<file path="config.mk">
export PLATFORM = sky130hd
export DESIGN_NAME = intc
export DESIGN_NICKNAME = d
export VERILOG_FILES = /design/src/rtl/intc_pkg.sv /design/src/rtl/intc_arbiter.sv /design/src/rtl/intc.sv
export SDC_FILE = /design/constraint.sdc
export NUM_CORES = 1
export LEC_CHECK = 0
export CAP_MARGIN = 20
export CORE_MARGIN = 4
export CORE_UTILIZATION = 50
export DETAILED_ROUTE_END_ITERATION = 7
export PLACE_DENSITY = 0.72
export RECOVER_POWER = 100
export SLEW_MARGIN = 25
export SYNTH_ARGS = -nofsm -noshare
export SYNTH_HDL_FRONTEND = slang
export SYNTH_SLANG_ARGS = --single-unit
</file>
<file path="constraint.sdc">
create_clock -name clk -period 37 [get_ports clk]
set_clock_uncertainty 0.2 [all_clocks]
set_input_delay 7.4 -clock clk [delete_from_list [all_inputs] [get_ports clk]]
set_output_delay 7.4 -clock clk [all_outputs]
set_load 0.005 [all_outputs]
</file>
<file path="src/rtl/intc_pkg.sv">
// Shared definitions for the external-interrupt controller: register map, source modes, bus helpers.
package lexington;

  localparam logic [31:0] INTC_PENDING   = 32'h0000_0000;
  localparam logic [31:0] INTC_ENABLE    = 32'h0000_0001;
  localparam logic [31:0] INTC_MODE      = 32'h0000_0002;
  localparam logic [31:0] INTC_THRESHOLD = 32'h0000_0003;
  localparam logic [31:0] INTC_CLAIM     = 32'h0000_0004;
  localparam logic [31:0] INTC_PRIO_BASE = 32'h0000_0008;

  localparam logic [31:0] DEFAULT_INTC_BASE_ADDR = 32'h1000_0000;

  typedef enum logic {
    LEVEL = 1'b0,
    EDGE  = 1'b1
  } intc_mode_t;

  // Merge a bus write into an existing word, byte by byte.
  function automatic logic [31:0] apply_strobe(input logic [31:0] old_val,
                                               input logic [31:0] new_val,
                                               input logic [3:0]  strb);
    logic [31:0] res;
    res = old_val;
    for (int b = 0; b < 4; b++) begin
      if (strb[b]) begin
        res[b*8 +: 8] = new_val[b*8 +: 8];
      end else begin
        res[b*8 +: 8] = old_val[b*8 +: 8];
      end
    end
    return res;
  endfunction

endpackage

</file>
<file path="src/rtl/intc_arbiter.sv">
// Combinational winner selection: highest priority wins, ties resolved towards the lowest ID.
import lexington::*;

module intc_arbiter #(
  parameter int NUM_IRQ    = 16,
  parameter int PRIO_WIDTH = 3
) (
  input  logic [NUM_IRQ-1:0]            candidates,
  input  logic [NUM_IRQ*PRIO_WIDTH-1:0] prio,
  output logic [4:0]                    winner_id,
  output logic [PRIO_WIDTH-1:0]         winner_prio
);

  // Ascending scan with strict compare keeps the lowest ID on equal priority.
  always_comb begin
    winner_id   = 5'd0;
    winner_prio = '0;
    for (int i = 0; i < NUM_IRQ; i++) begin
      if (candidates[i] && (prio[i*PRIO_WIDTH +: PRIO_WIDTH] > winner_prio)) begin
        winner_id   = 5'(i + 1);
        winner_prio = prio[i*PRIO_WIDTH +: PRIO_WIDTH];
      end else begin
        winner_id   = winner_id;
        winner_prio = winner_prio;
      end
    end
  end

endmodule

</file>
<file path="src/rtl/intc.sv">
// External-interrupt controller with claim/complete and threshold gating.
// IRQ_SYNC_EN adds a two-flop synchroniser ahead of the sampling register for asynchronous sources.
import lexington::*;

module intc #(
  parameter int NUM_IRQ    = 16,
  parameter int PRIO_WIDTH = 3,
  parameter int ADDR_WIDTH = 6
) (
  input  logic                  clk,
  input  logic                  rst,
  input  logic [NUM_IRQ-1:0]    irq_src,
  input  logic                  rd_en,
  input  logic                  wr_en,
  input  logic [ADDR_WIDTH-1:0] addr,
  input  logic [31:0]           wr_data,
  input  logic [3:0]            wr_strobe,
  output logic [31:0]           rd_data,
  output logic                  ext_interrupt,
  output logic [4:0]            irq_id
);

  localparam logic [31:0] IRQ_MASK = 32'((64'd1 << NUM_IRQ) - 64'd1);
  localparam int          PW       = PRIO_WIDTH;

  logic [NUM_IRQ-1:0]    s_in_s, s_q, s_prev_q, rise_s;
  logic [NUM_IRQ-1:0]    pending_q, pending_d;
  logic [NUM_IRQ-1:0]    enable_q, enable_d;
  logic [NUM_IRQ-1:0]    mode_q, mode_d;
  logic [NUM_IRQ-1:0]    in_service_q, in_service_d;
  logic [NUM_IRQ-1:0]    candidates_s, claim_hit_s, complete_hit_s, w1c_s;
  logic [PW-1:0]         threshold_q, threshold_d;
  logic [NUM_IRQ*PW-1:0] prio_q, prio_d;
  logic                  ext_interrupt_q, ext_interrupt_d;
  logic [4:0]            irq_id_q, irq_id_d;
  logic [4:0]            winner_id_s;
  logic [PW-1:0]         winner_prio_s;
  logic [31:0]           addr_w_s, enable_wr_s, mode_wr_s, pend_wr_s;

`ifdef IRQ_SYNC_EN
  logic [NUM_IRQ-1:0] sync1_q, sync2_q;

  // Two-flop synchroniser for sources outside clk's domain.
  always_ff @(posedge clk or posedge rst) begin
    if (rst) begin
      sync1_q <= '0;
      sync2_q <= '0;
    end else begin
      sync1_q <= irq_src;
      sync2_q <= sync1_q;
    end
  end
  assign s_in_s = sync2_q;
`else
  assign s_in_s = irq_src;
`endif

  assign addr_w_s    = 32'(addr);
  assign rise_s      = s_q & ~s_prev_q;
  assign enable_wr_s = apply_strobe(32'(enable_q), wr_data, wr_strobe) & IRQ_MASK;
  assign mode_wr_s   = apply_strobe(32'(mode_q), wr_data, wr_strobe) & IRQ_MASK;
  assign pend_wr_s   = apply_strobe(32'd0, wr_data, wr_strobe) & IRQ_MASK;

  // A source competes only while pending, enabled, not in service and with nonzero priority.
  always_comb begin
    candidates_s = '0;
    for (int i = 0; i < NUM_IRQ; i++) begin
      candidates_s[i] = pending_q[i] & enable_q[i] & ~in_service_q[i] &
                        (prio_q[i*PW +: PW] != '0);
    end
  end

  intc_arbiter #(
    .NUM_IRQ    (NUM_IRQ),
    .PRIO_WIDTH (PRIO_WIDTH)
  ) u_arbiter (
    .candidates  (candidates_s),
    .prio        (prio_q),
    .winner_id   (winner_id_s),
    .winner_prio (winner_prio_s)
  );

  // Configuration register writes; priority and threshold live in byte 0.
  always_comb begin
    enable_d    = enable_q;
    mode_d      = mode_q;
    threshold_d = threshold_q;
    prio_d      = prio_q;
    if (wr_en && (addr_w_s == INTC_ENABLE)) begin
      enable_d = enable_wr_s[NUM_IRQ-1:0];
    end else begin
      enable_d = enable_q;
    end
    if (wr_en && (addr_w_s == INTC_MODE)) begin
      mode_d = mode_wr_s[NUM_IRQ-1:0];
    end else begin
      mode_d = mode_q;
    end
    if (wr_en && (addr_w_s == INTC_THRESHOLD) && wr_strobe[0]) begin
      threshold_d = wr_data[PW-1:0];
    end else begin
      threshold_d = threshold_q;
    end
    for (int i = 0; i < NUM_IRQ; i++) begin
      if (wr_en && wr_strobe[0] && (addr_w_s == INTC_PRIO_BASE + 32'(i))) begin
        prio_d[i*PW +: PW] = wr_data[PW-1:0];
      end else begin
        prio_d[i*PW +: PW] = prio_q[i*PW +: PW];
      end
    end
  end

  // Claim, complete and W1C decoded into per-source strobes.
  always_comb begin
    claim_hit_s    = '0;
    complete_hit_s = '0;
    w1c_s          = '0;
    for (int i = 0; i < NUM_IRQ; i++) begin
      claim_hit_s[i]    = rd_en && (addr_w_s == INTC_CLAIM) && (winner_id_s == 5'(i + 1));
      complete_hit_s[i] = wr_en && wr_strobe[0] && (addr_w_s == INTC_CLAIM) &&
                          (wr_data[4:0] == 5'(i + 1));
      if (wr_en && (addr_w_s == INTC_PENDING)) begin
        w1c_s[i] = pend_wr_s[i];
      end else begin
        w1c_s[i] = 1'b0;
      end
    end
  end

  // Pending and in-service update; a fresh edge outranks any clear in the same cycle.
  always_comb begin
    pending_d    = pending_q;
    in_service_d = in_service_q;
    for (int i = 0; i < NUM_IRQ; i++) begin
      in_service_d[i] = (in_service_q[i] & ~complete_hit_s[i]) | claim_hit_s[i];
      if (mode_d[i] != mode_q[i]) begin
        pending_d[i] = 1'b0;
      end else if (intc_mode_t'(mode_q[i]) == EDGE) begin
        pending_d[i] = rise_s[i] | (pending_q[i] & ~(claim_hit_s[i] | w1c_s[i]));
      end else begin
        pending_d[i] = s_q[i];
      end
    end
  end

  // Interrupt request and winner ID are registered from the current arbitration.
  always_comb begin
    ext_interrupt_d = (winner_id_s != 5'd0) && (winner_prio_s > threshold_q);
    irq_id_d        = winner_id_s;
  end

  // Read mux reflects pre-write state, so simultaneous read+write returns old values.
  always_comb begin
    rd_data = 32'd0;
    if (rd_en) begin
      case (addr_w_s)
        INTC_PENDING:   rd_data = 32'(pending_q);
        INTC_ENABLE:    rd_data = 32'(enable_q);
        INTC_MODE:      rd_data = 32'(mode_q);
        INTC_THRESHOLD: rd_data = 32'(threshold_q);
        INTC_CLAIM:     rd_data = 32'(winner_id_s);
        default: begin
          rd_data = 32'd0;
          for (int i = 0; i < NUM_IRQ; i++) begin
            if (addr_w_s == INTC_PRIO_BASE + 32'(i)) begin
              rd_data = 32'(prio_q[i*PW +: PW]);
            end else begin
              rd_data = rd_data;
            end
          end
        end
      endcase
    end else begin
      rd_data = 32'd0;
    end
  end

  // State registers.
  always_ff @(posedge clk or posedge rst) begin
    if (rst) begin
      s_q             <= '0;
      s_prev_q        <= '0;
      pending_q       <= '0;
      enable_q        <= '0;
      mode_q          <= '0;
      in_service_q    <= '0;
      threshold_q     <= '0;
      prio_q          <= '0;
      ext_interrupt_q <= 1'b0;
      irq_id_q        <= 5'd0;
    end else begin
      s_q             <= s_in_s;
      s_prev_q        <= s_q;
      pending_q       <= pending_d;
      enable_q        <= enable_d;
      mode_q          <= mode_d;
      in_service_q    <= in_service_d;
      threshold_q     <= threshold_d;
      prio_q          <= prio_d;
      ext_interrupt_q <= ext_interrupt_d;
      irq_id_q        <= irq_id_d;
    end
  end

  assign ext_interrupt = ext_interrupt_q;
  assign irq_id        = irq_id_q;

endmodule

</file>
==> results.yml, run 1 <==
sta:
  finalHoldViolCount: 0
  setup_viol: 0
  period_share_pct: 93.9
  rsz0062_at_grt: "no"
  worst_hold_slack_ps: 175
  layout_min_cycle_time_ps: 34760
  tightestPinTransition_ps: 3770
  slew_violations: 176
  finalSetupTns_ps: 0
  max-slew-margin-rel_pct: -151
  fmax_mhz: 28.8
yosys:
  yosysTopAreaCellShare_pct: 39.1
  async_flop_share_pct: 100
  synth.area.top_cells: "dfrtp_1 39%, nand2_1 7.5%, mux2_2 5.3%"
  synth_cells: 1138
  ys_ff_latch: 153
  synth_area_per_cell_um2: 8.61
  yosysSeqAreaShare_pct: 39.1
  netlist_area_um2: 9800
  synth_edf_count: 0
  yosysTopAreaCell: "dfrtp_1"
  synth-main-ff-cell: "dfrtp_1"
  synth_warnings: 0
  synthDistinctLibCells: 89
placement:
  io_buffers: 65
  dp_hpwl_um: 21400
  routabilityCongestion: 0.978
  place_area_um2: 10700
flow_run:
  cap_violations: 3
global_routing:
  grt_overflow: 0
  grt_pass1_wl_um: 46100
  grt_pass1_vias: 8737
  grtUsageTotal_pct: 26.3
  grt_antenna_before_repair: 0
  grt_max_degree: 83
worst_setup_path:
  criticalPathCategory: "flip-flop to output pin"
  cp_common_cell: "nor2_1"
  cp-start-kind: "flip-flop"
  reg2reg_depth: 125
  crit_family: "compound AO/OA/AOI/OAI gates"
  endpoint_kind: "output pin"
  slowest_delay_ps: 670
  critPathSlowestCell: "a21oi_1"
  r2r_slack_ps: 9420
  r2r_start: "in_service_q[0]$_DFF_PP0_"
  critPathArrivalTime_ps: 27160
  critPathRequiredTime_ps: 29400
  crit_path_max_fanout: 16
  crit_buf_inv: 6
  r2r-end: "pending_q[0]$_DFF_PP0_"
route:
  postRouteAntennaNets: 0
  wl_per_cell_um: 19.7
  route.detailed.drc: 0
  wirelength_um: 28900
  initialDrtViolationCount: 928
  via_per_inst: 6.23
  vias: 9150
  first_pass_iters: 8
power:
  p_seq_share_pct: 39.7
  swShare_pct: 32.3
  switching_power_mw: 0.161
  power.density_nw_per_um2: 44.4
  pwr-share-clk_pct: 35.1
  p_comb_share_pct: 25.2
  p_int_mw: 0.337
  p_leak_nw: 4.93
  ir_drop_uv: 32.4
hold_path:
  hold_depth: 0
  hp-class: "flip-flop to flip-flop"
  worstHoldStart: "s_q[3]$_DFF_PP0_"
  hold_path_end: "s_prev_q[3]$_DFF_PP0_"
floorplanning:
  die-area_um2: 21900
  initial_core_util_pct: 51.5
  die_w_um: 148
  core_area_um2: 19000
  chipHeight_um: 148
  io_pins: 100
  num_rows: 50
layout:
  drive_gt1_share_pct: 10.2
  design_area_um2: 11200
  nets: 1282
  synthToLayoutAreaGrowth_pct: 14.5
  antenna_cells: 0
run_status:
  violations: "capacitance limit, slew limit"
  status: "complete, but fails checks"
cts:
  post_cts_buffers: 0
  postCtsHoldBufs: 0
  clock_sinks: 153
  cts_tree: "done"
  cts-root-buf: "clkbuf_16"
  clk_latency_ps: 430
  postCtsResizedCells: 0
  clk_path_buf_depth: 2
  cts_inserted_buffers: 17
  clk_pin_slew_ps: 60
  htreeDepth: 4
[sequential cells by signal, summed over array words and instances (netlist names)]
register,count
threshold_q,3
pending_q,16
s_prev_q,16
ext_interrupt,1
enable_q,16
irq_id,5
s_q,16
mode_q,16
in_service_q,16
prio_q,48
[cell usage in the layout, fill, tap and decap left out, types with 15 or more instances in the layout]
| master | instances |
|---|---|
| o21ai_0 | 91 |
| nand2_1 | 196 |
| o211ai_1 | 15 |
| nor3_1 | 27 |
| ha_1 | 24 |
| o31ai_1 | 17 |
| nand3_1 | 32 |
| inv_1 | 42 |
| dlygate4sd3_1 | 38 |
| conb_1 | 16 |
| a222oi_1 | 16 |
| clkbuf_16 | 17 |
| dfrtp_1 | 153 |
| nor2_1 | 99 |
| nand2b_1 | 17 |
| clkdlybuf4s50_1 | 27 |
| a21oi_1 | 65 |
| mux2_2 | 45 |
[cell usage after synthesis (7+ instances only)]
cell type / instances
ha_1: 24
and3_1: 10
a31oi_1: 9
or3_1: 8
a21oi_1: 65
inv_1: 43
o22ai_1: 8
nand3b_1: 8
nand2_1: 196
o31ai_1: 17
a211oi_1: 14
dfrtp_1: 153
mux2i_1: 7
buf_4: 16
nand3_1: 32
o211ai_1: 15
o21ai_0: 89
nand2b_1: 17
a222oi_1: 16
nor2_1: 99
and2_1: 14
a22oi_1: 7
or2_2: 8
mux2_2: 46
clkbuf_1: 31
o21a_1: 8
nor3_1: 28
[per-layer routing]
metal,global-route usage (%),vias to the layer above,wire length (um)
met5,0,-,0
met4,9.93,0,828
met3,3.89,74,2160
met2,42.9,420,13600
met1,35.6,4371,12300
li1,-,4285,-
[power groups by stage]
stage	logic [mW]	clock network [mW]	registers, mW
2_1_floorplan	0.0878	0	0.195
3_3_place_gp	0.123	0	0.200
3_5_place_dp	0.125	0	0.200
4_1_cts	0.126	0.176	0.197
5_1_grt	0.138	0.184	0.200
6_report	0.126	0.175	0.198
[how the worst max path moves through the flow]
| stage | from | end | slack (ps) | cells after the start |
|---|---|---|---|---|
| 4_1_cts | in_service_q[0]$_DFF_PP0_ | rd_data[2] | 2670 | 124 |
| 3_3_place_gp | in_service_q[0]$_DFF_PP0_ | rd_data[2] | 3720 | 125 |
| 5_1_grt | in_service_q[0]$_DFF_PP0_ | rd_data[0] | 140 | 124 |
| 2_1_floorplan | in_service_q[0]$_DFF_PP0_ | rd_data[4] | 7520 | 123 |
| 3_5_place_dp | in_service_q[0]$_DFF_PP0_ | rd_data[2] | 3260 | 124 |
| 6_report | in_service_q[0]$_DFF_PP0_ | rd_data[2] | 2240 | 124 |
[worst reg2reg max path: cells and delay by family (launching register included)]
| family | cells | cell delay [ps] |
|---|---|---|
| adders and majority gates | 16 | 4570 |
| buffers and inverters | 5 | 880 |
| AOI/OAI and AO/OA | 54 | 11480 |
| muxes | 3 | 910 |
| DFF | 1 | 390 |
| and+or+nand+nor | 47 | 9010 |
[cell families (layout without fill, tap and decap cells)]
| group | count (synthesis) | after routing | synth area share [%] |
|---|---|---|---|
| buffers and inverters | 95 | 150 | 4.37 |
| and+or+nand+nor | 470 | 470 | 23.2 |
| muxes | 55 | 55 | 6.46 |
| xor gates and xnor gates | 1 | 1 | 0.0894 |
| other | 1 | 16 | 0.0383 |
| AOI/OAI and AO/OA | 337 | 337 | 23.5 |
| DFF | 153 | 153 | 39.1 |
| adders and majority gates | 26 | 26 | 3.28 |
[final cells by class]
| type | instances | area, um2 |
|---|---|---|
| fillers | 1691 | 7800 |
| multi-input cells | 905 | 5590 |
| flip-flops and latches | 153 | 3830 |
| repair buffers | 76 | 722 |
| clock buffers | 22 | 474 |
| well taps | 260 | 325 |
| inverters | 43 | 163 |
| clock inverters | 9 | 115 |
[through the flow]
| step | cells | power [mW] | setup slack (ps) | util [%] |
|---|---|---|---|---|
| after floorplan | 1153 | 0.283 | 7520 | - |
| after global placement | 1437 | 0.322 | 3720 | 56.1 |
| after detailed placement | 1437 | 0.325 | 3260 | 56.1 |
| after CTS | 1468 | 0.499 | 2670 | 59.2 |
| after global routing | 1468 | 0.521 | 144 | 59.0 |
| final | 1468 | 0.498 | 2240 | 59.0 |
Note: power is estimated with default switching activity, not from simulation.
==> run 2: changes to the inputs <==
GPL_ROUTABILITY_DRIVEN = 0   (was not set)
SLEW_MARGIN = 20   (was 25)
==> results.yml, run 2 (synthesized netlist as in run 1, its figures left out) <==
sta:
  tightestPinTransition_ps: 3970
  max-slew-margin-rel_pct: -166
  finalHoldViolCount: 0
  fmax_mhz: 29.0
  period_share_pct: 93.4
  finalSetupTns_ps: 0
  rsz0062_at_grt: "no"
  slew_violations: 176
  layout_min_cycle_time_ps: 34540
  setup_viol: 0
flow_run:
  cap_violations: 3
global_routing:
  grtUsageTotal_pct: 27.1
  grt_antenna_before_repair: 0
  grt_pass1_wl_um: 47600
  grt_pass1_vias: 8866
  grt_overflow: 0
  grt_max_degree: 90
cts:
  cts_inserted_buffers: 17
  cts_tree: "done"
  clk_pin_slew_ps: 60
  clk_latency_ps: 430
  postCtsHoldBufs: 0
  clk_path_buf_depth: 2
  postCtsResizedCells: 0
  post_cts_buffers: 0
  clock_sinks: 153
  htreeDepth: 4
  cts-root-buf: "clkbuf_16"
run_status:
  violations: "capacitance limit, slew limit"
  status: "complete, but fails checks"
layout:
  nets: 1282
  largest_reg_flops: 48
  fin_cells: 1468
  final_common_cell: "nand2_1"
  antenna_cells: 0
  largest_register: "prio_q"
  final_cell_mix: "196 x nand2_1, 153 x dfrtp_1, 99 x nor2_1, 91 x o21ai_0, 64 x a21oi_1"
  synthToLayoutAreaGrowth_pct: 14.4
  drive_gt1_share_pct: 10.3
  design_area_um2: 11200
floorplanning:
  num_rows: 50
  die-area_um2: 21900
  chipHeight_um: 148
  initial_core_util_pct: 51.5
  core_area_um2: 19000
  die_w_um: 148
  io_pins: 100
route:
  postRouteAntennaNets: 0
  via_per_inst: 6.30
  initialDrtViolationCount: 878
  first_pass_iters: 6
  route.detailed.drc: 0
  wirelength_um: 29600
  wl_per_cell_um: 20.1
  vias: 9254
worst_setup_path:
  critPathRequiredTime_ps: 29400
  crit_path_max_fanout: 16
  cp_common_cell: "nor2_1"
  crit_family: "compound AO/OA/AOI/OAI gates"
  r2r_start: "in_service_q[0]$_DFF_PP0_"
  criticalPathCategory: "flip-flop to output pin"
  reg2reg_depth: 125
  endpoint_kind: "output pin"
  critPathSlowestCell: "clkdlybuf4s50_1"
  critPathArrivalTime_ps: 26940
  slowest_delay_ps: 580
  startpoint: "in_service_q[0]$_DFF_PP0_"
  cp-start-kind: "flip-flop"
  worst-path-stages: 124
  crit_buf_inv: 7
hold_path:
  worstHoldStart: "s_q[3]$_DFF_PP0_"
  hp-class: "flip-flop to flip-flop"
  hold_depth: 0
placement:
  place_area_um2: 10700
  io_buffers: 65
  dp_hpwl_um: 21500
  dp.cells: 1437
power:
  ir_drop_uv: 33.4
  power.density_nw_per_um2: 44.6
  p_leak_nw: 4.92
run 2: metal layers:
metal,routed length (um),vias to the layer above,GRT usage (%)
met4,901,0,10.4
met2,14100,473,44.5
met5,0,-,0
met1,12200,4419,35.8
li1,-,4284,-
met3,2410,78,4.69
run 2: through the flow:
step / utilization [%] / hold slack, ps / worst slack [ps] / power, mW
finish: 59.0 / 173 / 2460 / 0.501
global route: 59.0 / 198 / 172 / 0.525
CTS: 59.2 / 179 / 2650 / 0.503
detailed placement: 56.1 / 164 / 3220 / 0.325
global placement: 56.1 / 159 / 3590 / 0.322
floorplan: - / 148 / 7520 / 0.283
run 2: where the power goes:
part	total (mW)	internal [mW]	switching (mW)
Sequential	0.198	0.182	0.0158
Clock	0.176	0.101	0.0756
Combinational	0.126	0.0496	0.0767
run 2: final timing paths:
path | slack, ps | to
worst max-delay path | 2460 | rd_data[3]
worst min-delay path | 170 | s_prev_q[3]$_DFF_PP0_
worst max register to register | 9660 | pending_q[0]$_DFF_PP0_
worst min register to register | 170 | s_prev_q[3]$_DFF_PP0_
max in group asynchronous | 23740 | prio_q[34]$_DFFE_PP0P_
min in group asynchronous | 8400 | s_prev_q[6]$_DFF_PP0_
run 2: area by class of cell:
type	instances	area [um2]
clock buffer	17	425
clock inverter	14	163
fill	1717	7800
inverter	43	163
multi-input combinational	905	5590
sequential	153	3830
tap	260	325
timing repair buffer	76	718
==> run 3: changes to the inputs <==
CTS_BUF_LIST = sky130_fd_sc_hd__clkbuf_8   (was not set)
HOLD_SLACK_MARGIN = 0.06   (was not set)
==> results.yml, run 3 (synthesized netlist as in run 1, its figures left out) <==
worst_setup_path:
  critPathArrivalTime_ps: 26860
  crit_buf_inv: 7
  critPathRequiredTime_ps: 29400
  crit_family: "compound AO/OA/AOI/OAI gates"
  cp-start-kind: "flip-flop"
  cp_common_cell: "nor2_1"
  r2r_start: "in_service_q[0]$_DFF_PP0_"
  criticalPathCategory: "flip-flop to output pin"
  endpoint_kind: "output pin"
  reg2reg_depth: 125
  critPathSlowestCell: "clkdlybuf4s50_1"
  r2r-end: "pending_q[0]$_DFF_PP0_"
  slowest_delay_ps: 570
  crit_path_max_fanout: 16
  r2r_slack_ps: 9810
sta:
  finalHoldViolCount: 0
  max-slew-margin-rel_pct: -167
  tightestPinTransition_ps: 3980
  finalSetupTns_ps: 0
  fmax_mhz: 29.0
  slew_violations: 176
  period_share_pct: 93.1
  rsz0062_at_grt: "no"
  fin_ws_ps: 2540
  layout_min_cycle_time_ps: 34460
  setup_viol: 0
  worst_hold_slack_ps: 178
floorplanning:
  chipHeight_um: 148
  die_w_um: 148
  die-area_um2: 21900
  num_rows: 50
  core_area_um2: 19000
  initial_core_util_pct: 51.5
  io_pins: 100
layout:
  design_area_um2: 11000
  seq_area_um2: 3830
  largest_reg_flops: 48
  fin_util_pct: 58.0
  antenna_cells: 0
  fin_cells: 1468
  final_common_cell: "nand2_1"
  multi_input_area_um2: 5600
  largest_register: "prio_q"
  final_cell_mix: "196 x nand2_1, 153 x dfrtp_1, 99 x nor2_1, 91 x o21ai_0, 64 x a21oi_1"
  drive_gt1_share_pct: 10.3
  nets: 1282
  synthToLayoutAreaGrowth_pct: 12.5
  fill_cells: 1733
global_routing:
  grt_max_degree: 90
  grtUsageTotal_pct: 26.7
  grt_overflow: 0
  grt_pass1_vias: 8802
  grt_antenna_before_repair: 0
  grt_pass1_wl_um: 47100
hold_path:
  hold_depth: 0
  worstHoldStart: "s_q[3]$_DFF_PP0_"
  hold_path_end: "s_prev_q[3]$_DFF_PP0_"
  hp-class: "flip-flop to flip-flop"
cts:
  cts-root-buf: "clkbuf_8"
  clk_path_buf_depth: 2
  cts_inserted_buffers: 17
  cts_tree: "done"
  clock_sinks: 153
  htreeDepth: 4
  clk_latency_ps: 460
  clk_pin_slew_ps: 90
  post_cts_buffers: 0
route:
  route.detailed.drc: 0
  wirelength_um: 29100
  postRouteAntennaNets: 0
  vias: 9173
  first_pass_iters: 8
  wl_per_cell_um: 19.8
  initialDrtViolationCount: 869
  via_per_inst: 6.25
placement:
  dp_hpwl_um: 21500
  io_buffers: 65
  place_area_um2: 10700
  dp.cells: 1437
  dp_worst_setup_slack_ps: 3220
power:
  ir_drop_uv: 28.2
  power_mw: 0.454
  power.density_nw_per_um2: 41.2
  p_leak_nw: 4.84
flow_run:
  cap_violations: 3
run_status:
  violations: "capacitance limit, slew limit"
  status: "complete, but fails checks"
[run 3: cell counts in the layout (fill, tap and decap cells not counted)]
Identical to the previous run, type by type.
[run 3: how the worst max path moves through the flow]
stage                 end                       from  slack (ps)  cells after the start
5_1_grt        rd_data[3]  in_service_q[0]$_DFF_PP0_         120                    124
6_report       rd_data[3]  in_service_q[0]$_DFF_PP0_        2540                    124
2_1_floorplan  rd_data[4]  in_service_q[0]$_DFF_PP0_        7520                    123
3_3_place_gp   rd_data[2]  in_service_q[0]$_DFF_PP0_        3590                    123
4_1_cts        rd_data[2]  in_service_q[0]$_DFF_PP0_        2570                    124
3_5_place_dp   rd_data[0]  in_service_q[0]$_DFF_PP0_        3220                    123
[run 3: routing by layer]
layer	wire, um	GRT usage, %
met2	13700	43.2
met5	0	0
met3	2260	5.18
met1	12200	35.7
met4	905	10.3
[run 3: layout make-up]
cell class	count	share of cell area, %
inverter	43	1.48
clock buffer	17	2.12
tap	260	2.95
sequential	153	34.7
clock inverter	14	1.48
multi-input combinational	905	50.7
timing repair buffer	76	6.51
[run 3: power by group]
group	leakage (nW)	total, mW	internal [mW]	switching (mW)
clock	0.188	0.130	0.0613	0.0692
sequential	1.90	0.197	0.182	0.0156
combinational	2.74	0.126	0.0496	0.0763
total	4.84	0.454	0.293	0.161
[run 3: timing repair]
action / in CTS / in global routing
hold buffers: 0 / 0
endpoints found under the setup margin: 0 / 3
resized for setup: 0 / 1
